[config.mk]
export PLATFORM = sky130hd
export DESIGN_NAME = alu
export DESIGN_NICKNAME = d
export VERILOG_FILES = /design/src/rtl/alu_pkg.sv /design/src/rtl/alu_core.sv /design/src/rtl/alu.sv
export SDC_FILE = /design/constraint.sdc
export NUM_CORES = 1
export LEC_CHECK = 0
export CELL_PAD_IN_SITES_DETAIL_PLACEMENT = 0
export CELL_PAD_IN_SITES_GLOBAL_PLACEMENT = 1
export CORE_MARGIN = 10
export CORE_UTILIZATION = 43
export CTS_BUF_LIST = sky130_fd_sc_hd__clkbuf_8
export CTS_CLUSTER_DIAMETER = 80
export DETAILED_ROUTE_END_ITERATION = 10
export GPL_ROUTABILITY_DRIVEN = 1
export PLACE_DENSITY_LB_ADDON = 0.25
export SLEW_MARGIN = 20
export SYNTH_ARGS = -nofsm -noshare
export SYNTH_HDL_FRONTEND = slang
export SYNTH_SLANG_ARGS = --single-unit
[constraint.sdc]
create_clock -name clk -period 5.8 [get_ports clk]
set_input_delay 1.16 -clock clk [delete_from_list [all_inputs] [get_ports clk]]
set_output_delay 1.16 -clock clk [all_outputs]
set_load 0.005 [all_outputs]
[src/rtl/alu_pkg.sv]
// Shared widths, opcode encodings and helpers for the registered 5-bit signed ALU.
package alu_pkg;

    localparam int OP_W   = 5;   // operand width
    localparam int RES_W  = 6;   // result width (one guard bit)
    localparam int A_OP_W = 3;   // set A opcode width
    localparam int B_OP_W = 2;   // set B / set AB opcode width

    // Set A opcodes (a_en=1, b_en=0). The two AND encodings are intentional aliases.
    typedef enum logic [A_OP_W-1:0] {
        A_ADD  = 3'd0,
        A_SUB  = 3'd1,
        A_XOR  = 3'd2,
        A_AND0 = 3'd3,
        A_AND1 = 3'd4,
        A_OR   = 3'd5,
        A_XNOR = 3'd6,
        A_NULL = 3'd7
    } a_op_e;

    // Set B opcodes (a_en=0, b_en=1). The two ADD encodings are intentional aliases.
    typedef enum logic [B_OP_W-1:0] {
        B_NAND = 2'd0,
        B_ADD0 = 2'd1,
        B_ADD1 = 2'd2,
        B_NULL = 2'd3
    } b_op_e;

    // Set AB opcodes (a_en=1, b_en=1), selected by b_op.
    typedef enum logic [B_OP_W-1:0] {
        AB_XOR    = 2'd0,
        AB_XNOR   = 2'd1,
        AB_DEC_A  = 2'd2,
        AB_INC2_B = 2'd3
    } ab_op_e;

    // Sign-extend an operand to result width; every operation, logic included,
    // works on the extended value so the guard bit is well defined.
    function automatic logic signed [RES_W-1:0] sext(input logic signed [OP_W-1:0] v);
        return {v[OP_W-1], v};
    endfunction

endpackage

[src/rtl/alu_core.sv]
// Combinational operation decode and datapath. Produces the next result and
// whether the output register should take it (load=0 means hold).
module alu_core
    import alu_pkg::*;
(
    input  logic signed [RES_W-1:0]  a,
    input  logic signed [RES_W-1:0]  b,
    input  logic                     a_en,
    input  logic                     b_en,
    input  logic        [A_OP_W-1:0] a_op,
    input  logic        [B_OP_W-1:0] b_op,
    output logic signed [RES_W-1:0]  result,
    output logic                     load
);

    logic signed [RES_W-1:0] res_a;
    logic signed [RES_W-1:0] res_b;
    logic signed [RES_W-1:0] res_ab;

    // Set A result, selected by a_op.
    always_comb begin
        res_a = '0;
        case (a_op_e'(a_op))
            A_ADD:  res_a = a + b;
            A_SUB:  res_a = a - b;
            A_XOR:  res_a = a ^ b;
            A_AND0: res_a = a & b;
            A_AND1: res_a = a & b;
            A_OR:   res_a = a | b;
            A_XNOR: res_a = ~(a ^ b);
            A_NULL: res_a = '0;
            default: res_a = '0;
        endcase
    end

    // Set B result, selected by b_op.
    always_comb begin
        res_b = '0;
        case (b_op_e'(b_op))
            B_NAND: res_b = ~(a & b);
            B_ADD0: res_b = a + b;
            B_ADD1: res_b = a + b;
            B_NULL: res_b = '0;
            default: res_b = '0;
        endcase
    end

    // Set AB result, also selected by b_op.
    always_comb begin
        res_ab = '0;
        case (ab_op_e'(b_op))
            AB_XOR:    res_ab = a ^ b;
            AB_XNOR:   res_ab = ~(a ^ b);
            AB_DEC_A:  res_ab = a - 6'sd1;
            AB_INC2_B: res_ab = b + 6'sd2;
            default:   res_ab = '0;
        endcase
    end

    // Pick the active set; with neither enable set the register holds.
    always_comb begin
        result = '0;
        load   = 1'b0;
        case ({a_en, b_en})
            2'b10: begin
                result = res_a;
                load   = 1'b1;
            end
            2'b01: begin
                result = res_b;
                load   = 1'b1;
            end
            2'b11: begin
                result = res_ab;
                load   = 1'b1;
            end
            default: begin
                result = '0;
                load   = 1'b0;
            end
        endcase
    end

endmodule

[src/rtl/alu.sv]
// Registered 5-bit signed ALU. Only state is the C register; C comes straight
// from the flop, results appear one clock after the inputs are sampled.
module alu
    import alu_pkg::*;
(
    input  logic                     clk,
    input  logic                     rst_n,
    input  logic                     ALU_en,
    input  logic                     a_en,
    input  logic                     b_en,
    input  logic        [A_OP_W-1:0] a_op,
    input  logic        [B_OP_W-1:0] b_op,
    input  logic signed [OP_W-1:0]   A,
    input  logic signed [OP_W-1:0]   B,
    output logic signed [RES_W-1:0]  C
);

    logic signed [RES_W-1:0] a_ext;
    logic signed [RES_W-1:0] b_ext;
    logic signed [RES_W-1:0] result;
    logic                    load;

    assign a_ext = sext(A);
    assign b_ext = sext(B);

    alu_core u_core (
        .a      (a_ext),
        .b      (b_ext),
        .a_en   (a_en),
        .b_en   (b_en),
        .a_op   (a_op),
        .b_op   (b_op),
        .result (result),
        .load   (load)
    );

    // Result register: reset wins, otherwise load only when enabled and a set is selected.
    always_ff @(posedge clk) begin
        if (!rst_n) begin
            C <= '0;
        end else if (ALU_en && load) begin
            C <= result;
        end
    end

endmodule

## Word-level counts from Yosys, hierarchy flattened

Cells that the tools add are included.

| word-level totals | value |
|---|---|
| output and inout bits | 6 |
| bits in registers | 6 |
| bits of input ports | 20 |
| logic and storage cells | 34 |

| cells by class | value |
|---|---|
| add/sub/neg operators | 4 |
| bitwise operators | 5 |
| equality and inequality tests | 13 |
| muxes and demuxes | 5 |
| reductions and logical operators | 6 |

Operators by type and width:

| kind | count |
|---|---|
| $pmux 6 s7 | 1 |
| $pmux 6 s3 | 2 |
| $pmux 6 s4 | 1 |
| $eq 3x3->1 const B | 4 |
| $not 6->6 | 2 |
| $eq 2x2->1 const B | 4 |
| $add 5x3->6 const B | 1 |
| $add 5x5->6 | 1 |
| $eq 3x2->1 const B | 2 |
| $sub 5x2->6 const B | 1 |
| $sub 5x5->6 | 1 |
| $and 5x5->5 | 1 |
| $or 5x5->5 | 1 |
| $xor 5x5->5 | 1 |
| $eq 2x1->1 const B | 2 |
| $reduce_or 2->1 | 2 |
| $eq 3x1->1 const B | 1 |
| $logic_not 3->1 | 1 |
| $reduce_or 3->1 | 1 |
| $logic_not 2->1 | 1 |
| $logic_and 1x1->1 | 1 |
| $mux 1 | 1 |

## Logic depth before layout (Yosys ltp)

Gate-level depths: netlist (run 1).

| depth | value |
|---|---|
| depth in word-level cells | 4 |
| depth in mapped cells | 9 |
| depth with buffers taken out | 9 |

## By module

A second synthesis (run 1) with hierarchy kept.

| unflattened totals | value |
|---|---|
| cells, all modules | 213 |
| area, all modules | 1605.3 sq um |

By module, submodules not included:

| module | area an instance (sq um) | sequential area each (sq um) | times used | cells each |
|---|---|---|---|---|
| alu_core | 1367.6 | 0.0 | 1 | 187 |
| alu | 237.7 | 120.1 | 1 | 26 |

## Worst setup path before layout (run 1)

Ideal clock, no wire load.

| timing path | value |
|---|---|
| path type | input port to flip-flop |
| from | in A[0] |
| to | reg C[1] |
| library setup time | 126 ps |
| slack | 3037 ps |
| stages | 8 |
| required time | 5674 ps |
| arrival | 2637 ps |
| buffers on the path | 0 |
| path through | inv_1 ha_1 inv_1 fa_1 nand2b_1 mux4_2 o211ai_1 a31oi_1 |

| between the ends | value |
|---|---|
| word-level cells in the longest chain between the ends | 3 |
| elaborated cells between the ends (all ways) | 7 |
| classes of those cells | 3 x add/sub; 4 x mux |

RTL lines:

| what | RTL line | source |
|---|---|---|
| start, declared | alu.sv:13 | `input logic signed [OP_W-1:0] A,` |
| $sub 5x5->6, or another cell as far along | alu_core.sv:25 | `A_SUB: res_a = a - b;` |
| $pmux 6 s7, or another cell as far along | alu_core.sv:23 | `case (a_op_e'(a_op))` |
| $pmux 6 s3 (*) | alu_core.sv:64 | `case ({a_en, b_en})` |
| end signal, assigned | alu.sv:42 | `C <= result;` |
| end, declared | alu.sv:15 | `output logic signed [RES_W-1:0] C` |

Every way passes the cells marked *; elsewhere a longest branch is shown, timed or not.
A chain may end at the register's enable or synchronous reset.

## Final worst setup path (run 1)

Same ends and word-level chain as after synthesis.

==> metrics.txt, run 1 <==
run status finished clean; via count 1659; Starting DRT DRC Count 222; startpoint types primary input; total gr overflow 0; DRC violations left 0; diode count 0; register area share after synthesis 0.0811; Routed Antenna Nets 0; Largest register FFs 6; GP Congestion 0.975; top cells by count, synth inv_1, ha_1, nand2_1; Main synth FF type dfxtp_1; wl on met1 2.11 mm; top-count cell post-synth inv_1; CTS Buf Count 3; CP max FO 5; Total GRT Usage 0.150; initial antenna violation count 0; post-synthesis net count 239; Slew @ Worst Pin 0.686 ns; Worst VDD drop 0.0531 mV; Yosys top cell area share 0.177; min setup slack post-route 2.44 ns; CTS Buffer Depth 2; Slew Viols, Final 0; Synth area leaders ha_1, dfxtp_1, inv_1, a31oi_1, o21ai_0; crit path time final 3.36 ns; Mapped Cells 196; CTS root buf clkbuf_8; Pwr Density 137 mW/mm2; I/O Buffers 25; post-CTS setup buffers 0; met3 wire length 388 um; die width 78.7 um; hold crit path type register to register; CTS clk-pin slew, worst paths 0.04 ns; Final #Nets 262; crit path kind primary input to register; Routed WL 4.85 mm; hold_ws 0.551 ns; DIE AREA 0.00619 mm2; Final setup violation count 0; mapped cell area 0.00148 mm2; PostCTS Resize Cnt 0; skew final 0 ns; largest net degree at the start of global routing 23; final worst-path cycle share 0.579; drt first pass iters 6; Seq cells post-synth 6; Post-synth EDFFs 0; Final HPWL DP 3.84 mm; effective utilization at floorplan 0.444; RSZ-0062 raised after global routing false; normalized max-slew margin 0.541; H-tree depth reported by CTS 1; arrival time at the worst endpoint 3.44 ns; TritonCTS clock tree yes; pre-CTS setup slack 2.24 ns; asr flop ratio synth 0; largest register by flop count C; clock sinks 6; Fillers 346; CP max stage cell clkdlybuf4s50_1; CTS Hold Bufs 0; via/cell ratio 6.31; synth unique cells 55; clock latency on the worst-skew pair 0.22 ns; element type at the critical path end register; Max Cap Viol 0; highest routed layer met4; number of global-route vias before repair 1590; Lkg Pwr 0.716 nW; met2 wire length 2.30 mm; required time of the worst setup path 5.88 ns; core area 0.00334 mm2; Worst path max stage delay 0.52 ns; num ports 26; Final Hold Viols 0; Design Power 0.244 mW; drt wl/cell 18.4 um; Fmax 298 MHz; number of core rows 21; setup_tns 0 ns; global-route wire length before repair 7.86 mm; crit-path cells clkdlybuf4s50_1 > inv_1 > ha_1 > inv_1 > fa_1 > nand2b_1 > mux4_2 > o211ai_1 > a31oi_1; Largest regs C x6; Mapped Avg Cell Area 7.56 um2; Die Y 78.7 um; Yosys top cell by area ha_1; share of cells above drive strength 1 0.0553; worst r2r path cells 2; Syn. warnings 0; area growth from synthesis to layout 20.3%; hold path depth 2; most frequent CP cell inv_1
[where the power goes]
part	switching, mW	internal [mW]
clock	0.0183	0.0446
sequential	0.00179	0.0450
combinational	0.0739	0.0602
total	0.0940	0.150
[cells in the final DEF, fill, tap and decap left out, types with 4 or more instances in the layout]
master	count
a21oi_1	8
a31oi_1	10
clkdlybuf4s50_1	25
dfxtp_1	6
ha_1	21
inv_1	24
nand2_1	13
nand2b_1	9
nand3_1	4
nor2_1	11
nor3b_1	6
o21ai_0	12
o21ai_1	7
[path summary, 6_finish.rpt]
check	startpoint	endpoint	slack (ns)
hold / removal	C[0]	C[0]	0.55
hold reg to reg	C[0]	C[0]	0.55
setup / recovery	A[0]	C[1]	2.44
setup reg to reg	C[1]	C[1]	5.03
[cells by family after synthesis]
family,count (synthesis),synth area share
fa+ha+maj,23,0.204
simple gates,58,0.220
compound gates,67,0.317
mux,5,0.0515
xor+xnor,5,0.0296
buf+inv,32,0.0963
flops,6,0.0811
[critical path: cells and delay by family]
kind / cells / cell delay, ns
multiplexers: 1 / 0.48
AND/OR/NAND/NOR: 1 / 0.15
AO/OA/AOI/OAI: 2 / 0.25
adder cells (fa/ha/maj): 2 / 0.65
buffers and inverters: 3 / 0.73
[routing by layer]
layer / global-route usage / vias to the layer above
li1: - / 775
met1: 0.197 / 782
met2: 0.255 / 96
met3: 0.0236 / 6
met4: 0.0287 / 0
met5: 0 / -
[area by class of cell]
| class | instances | area, um2 | share of cell area |
|---|---|---|---|
| timing repair buffer | 25 | 250 | 0.140 |
| sequential | 6 | 120 | 0.0674 |
| multi-input combinational | 158 | 1220 | 0.684 |
| clock buffer | 3 | 41.3 | 0.0232 |
| tap | 46 | 57.6 | 0.0323 |
| inverter | 25 | 93.8 | 0.0527 |
[per-stage QoR]
stage	utilization	cell area [um2]	cells
after floorplan	-	1480	196
after global placement	0.522	1740	260
after detailed placement	0.522	1740	260
after CTS	0.534	1780	263
after global routing	0.534	1780	263
final	0.534	1780	263
No activity file was read; power rests on OpenSTA's default activity.
==> run 2: changes to the inputs <==
--- a/config.mk
+++ b/config.mk
@@ -8,7 +8,7 @@
 export CELL_PAD_IN_SITES_DETAIL_PLACEMENT = 0
 export CELL_PAD_IN_SITES_GLOBAL_PLACEMENT = 1
 export CORE_MARGIN = 10
-export CORE_UTILIZATION = 43
+export CORE_UTILIZATION = 36
 export CTS_BUF_LIST = sky130_fd_sc_hd__clkbuf_8
 export CTS_CLUSTER_DIAMETER = 80
 export DETAILED_ROUTE_END_ITERATION = 10
==> constraint.sdc (replaced) <==
create_clock -name clk -period 2.7 [get_ports clk]
set_input_delay 0.54 -clock clk [delete_from_list [all_inputs] [get_ports clk]]
set_output_delay 0.54 -clock clk [all_outputs]
set_load 0.005 [all_outputs]
==> run 2 against run 1 <==
  * Critical path depth unchanged
  * Final area grew 12%
  * Sequential power grew 110%
  * Final cell count up 11%
  * Register-to-register slack worse by 3.0 ns
  * Combinational power is 140% higher
  * Total power up 130%
  * Via count is 2.3% higher
  * Setup slack got worse by 2.3 ns
  * Sequential cell count did not move
  * Global-route usage fell by 1.6 points
  * Sequential share of layout area shrank 0.70 points
  * Highest routed layer unchanged
==> metrics.txt, run 2 (synthesized netlist as in run 1, its figures left out) <==
GP Congestion 0.900 (was 0.975); PostCTS Resize Cnt 0 (unchanged); Final Hold Viols 0 (unchanged); Worst VDD drop 0.132 mV (was 0.0531 mV); Design Power 0.560 mW (was 0.244 mW); element type at the critical path end register (unchanged); CTS root buf clkbuf_8 (unchanged); clock sinks 6 (unchanged); TritonCTS clock tree yes (unchanged); skew final 0 ns (unchanged); Routed Antenna Nets 0 (unchanged); Slew Viols, Final 0 (unchanged); required time of the worst setup path 2.80 ns (was 5.88 ns); min setup slack post-route 0.147 ns (was 2.44 ns); number of core rows 23 (was 21); drt wl/cell 16.9 um (was 18.4 um); num ports 26 (unchanged); R2R Setup Slk 2.00 ns (was 5.03 ns); clock latency on the worst-skew pair 0.22 ns (about the same); drt first pass iters 4 (was 6); CTS Buf Count 3 (unchanged); most common cell after layout, fill and taps aside buf_4 (was clkdlybuf4s50_1); Final #Nets 288 (was 262); core area 0.00400 mm2 (was 0.00334 mm2); CTS Buffer Depth 2 (unchanged); worst r2r path cells 2 (unchanged); Starting DRT DRC Count 167 (was 222); DRC violations left 0 (unchanged); largest register by flop count C (unchanged); Routed WL 4.94 mm (was 4.85 mm); Fmax 392 MHz; largest net degree at the start of global routing 17 (was 23); Final setup violation count 0 (unchanged); crit path time final 2.55 ns; total gr overflow 0 (unchanged); share of cells above drive strength 1 0.160 (was 0.0553); startpoint types primary input (unchanged); H-tree depth reported by CTS 1 (unchanged); RSZ-0062 raised after global routing false (unchanged); Fillers 380 (was 346); arrival time at the worst endpoint 2.65 ns (was 3.44 ns); pre-CTS setup slack -0.0604 ns (was 2.24 ns); die width 84.2 um (was 78.7 um); Lkg Pwr 0.842 nW (was 0.716 nW); Max Cap Viol 0 (unchanged); Total GRT Usage 0.134 (was 0.150); Largest regs C x6 (unchanged); Largest register FFs 6 (unchanged); normalized max-slew margin 0.657 (was 0.541); post-CTS setup buffers 0 (unchanged); Slew @ Worst Pin 0.513 ns (was 0.686 ns); CP max FO 3 (was 5); area growth from synthesis to layout 34.2% (was 20.3%); CTS Hold Bufs 0 (unchanged); I/O Buffers 25 (unchanged); most frequent cells in the layout buf_4, clkdlybuf4s50_1, inv_1 (was clkdlybuf4s50_1, inv_1, ha_1); global-route wire length before repair 8.18 mm (was 7.86 mm); Final HPWL DP 4.13 mm (was 3.84 mm); number of global-route vias before repair 1757 (was 1590); hold path depth 2 (unchanged); Die Y 84.2 um (was 78.7 um); crit path kind primary input to register (unchanged); CTS clk-pin slew, worst paths 0.04 ns (about the same); via count 1697 (was 1659); diode count 0 (unchanged); effective utilization at floorplan 0.370 (was 0.444); DIE AREA 0.00708 mm2 (was 0.00619 mm2); initial antenna violation count 0 (unchanged); hold crit path type register to register (unchanged); Pwr Density 282 mW/mm2 (was 137 mW/mm2); via/cell ratio 5.79 (was 6.31); run status finished clean (unchanged); final worst-path cycle share 0.946
[run 2: changes by cell type in the layout (fill, tap and decap cells not counted), sizes merged]
cell and delta:
buf +26
[run 2: cell type report]
class / instances / area [um2] / area share
Multi-Input combinational cell: 158 / 1220 / 0.616
Timing Repair Buffer: 51 / 445 / 0.224
Sequential cell: 6 / 120 / 0.0604
Inverter: 25 / 93.8 / 0.0472
Tap cell: 50 / 62.6 / 0.0315
Clock buffer: 3 / 41.3 / 0.0208
[run 2: worst max-delay path: stages]
cell and delay, ns:
clkdlybuf4s50_1 0.48, inv_1 0.09, ha_1 0.22, inv_1 0.08
fa_1 0.42, nand2b_1 0.15, mux4_2 0.46, o211ai_1 0.10
a31oi_1 0.10
[run 2: metrics by stage]
| step | instances | setup TNS [ns] | utilization | hold WS, ns | cell area [um2] |
|---|---|---|---|---|---|
| 6_report | 293 | 0 | 0.497 | 0.542 | 1990 |
| 5_1_grt | 293 | 0 | 0.497 | 0.579 | 1990 |
| 4_1_cts | 293 | 0 | 0.495 | 0.541 | 1980 |
| 3_5_place_dp | 290 | -0.0683 | 0.485 | 0.541 | 1940 |
| 3_3_place_gp | 290 | -0.0317 | 0.485 | 0.536 | 1940 |
| 2_1_floorplan | 196 | 0 | - | 0.528 | 1480 |
[run 2: final timing paths]
check | startpoint | to
max reg2reg | C[3] | C[3]
min | C[0] | C[0]
max | A[0] | C[1]
min reg2reg | C[0] | C[0]
[run 2: report_power, final]
| group | switching [mW] | internal [mW] | leakage (nW) |
|---|---|---|---|
| Sequential | 0.00328 | 0.0966 | 0.0496 |
| Combinational | 0.164 | 0.161 | 0.771 |
| Clock | 0.0390 | 0.0958 | 0.0216 |
[run 2: layer usage]
layer / GRT usage / vias to the layer above / wire length, um
li1: - / 829 / -
met5: 0 / - / 0
met1: 0.170 / 810 / 2180
met2: 0.223 / 50 / 2370
met3: 0.0280 / 8 / 290
met4: 0.0365 / 0 / 99
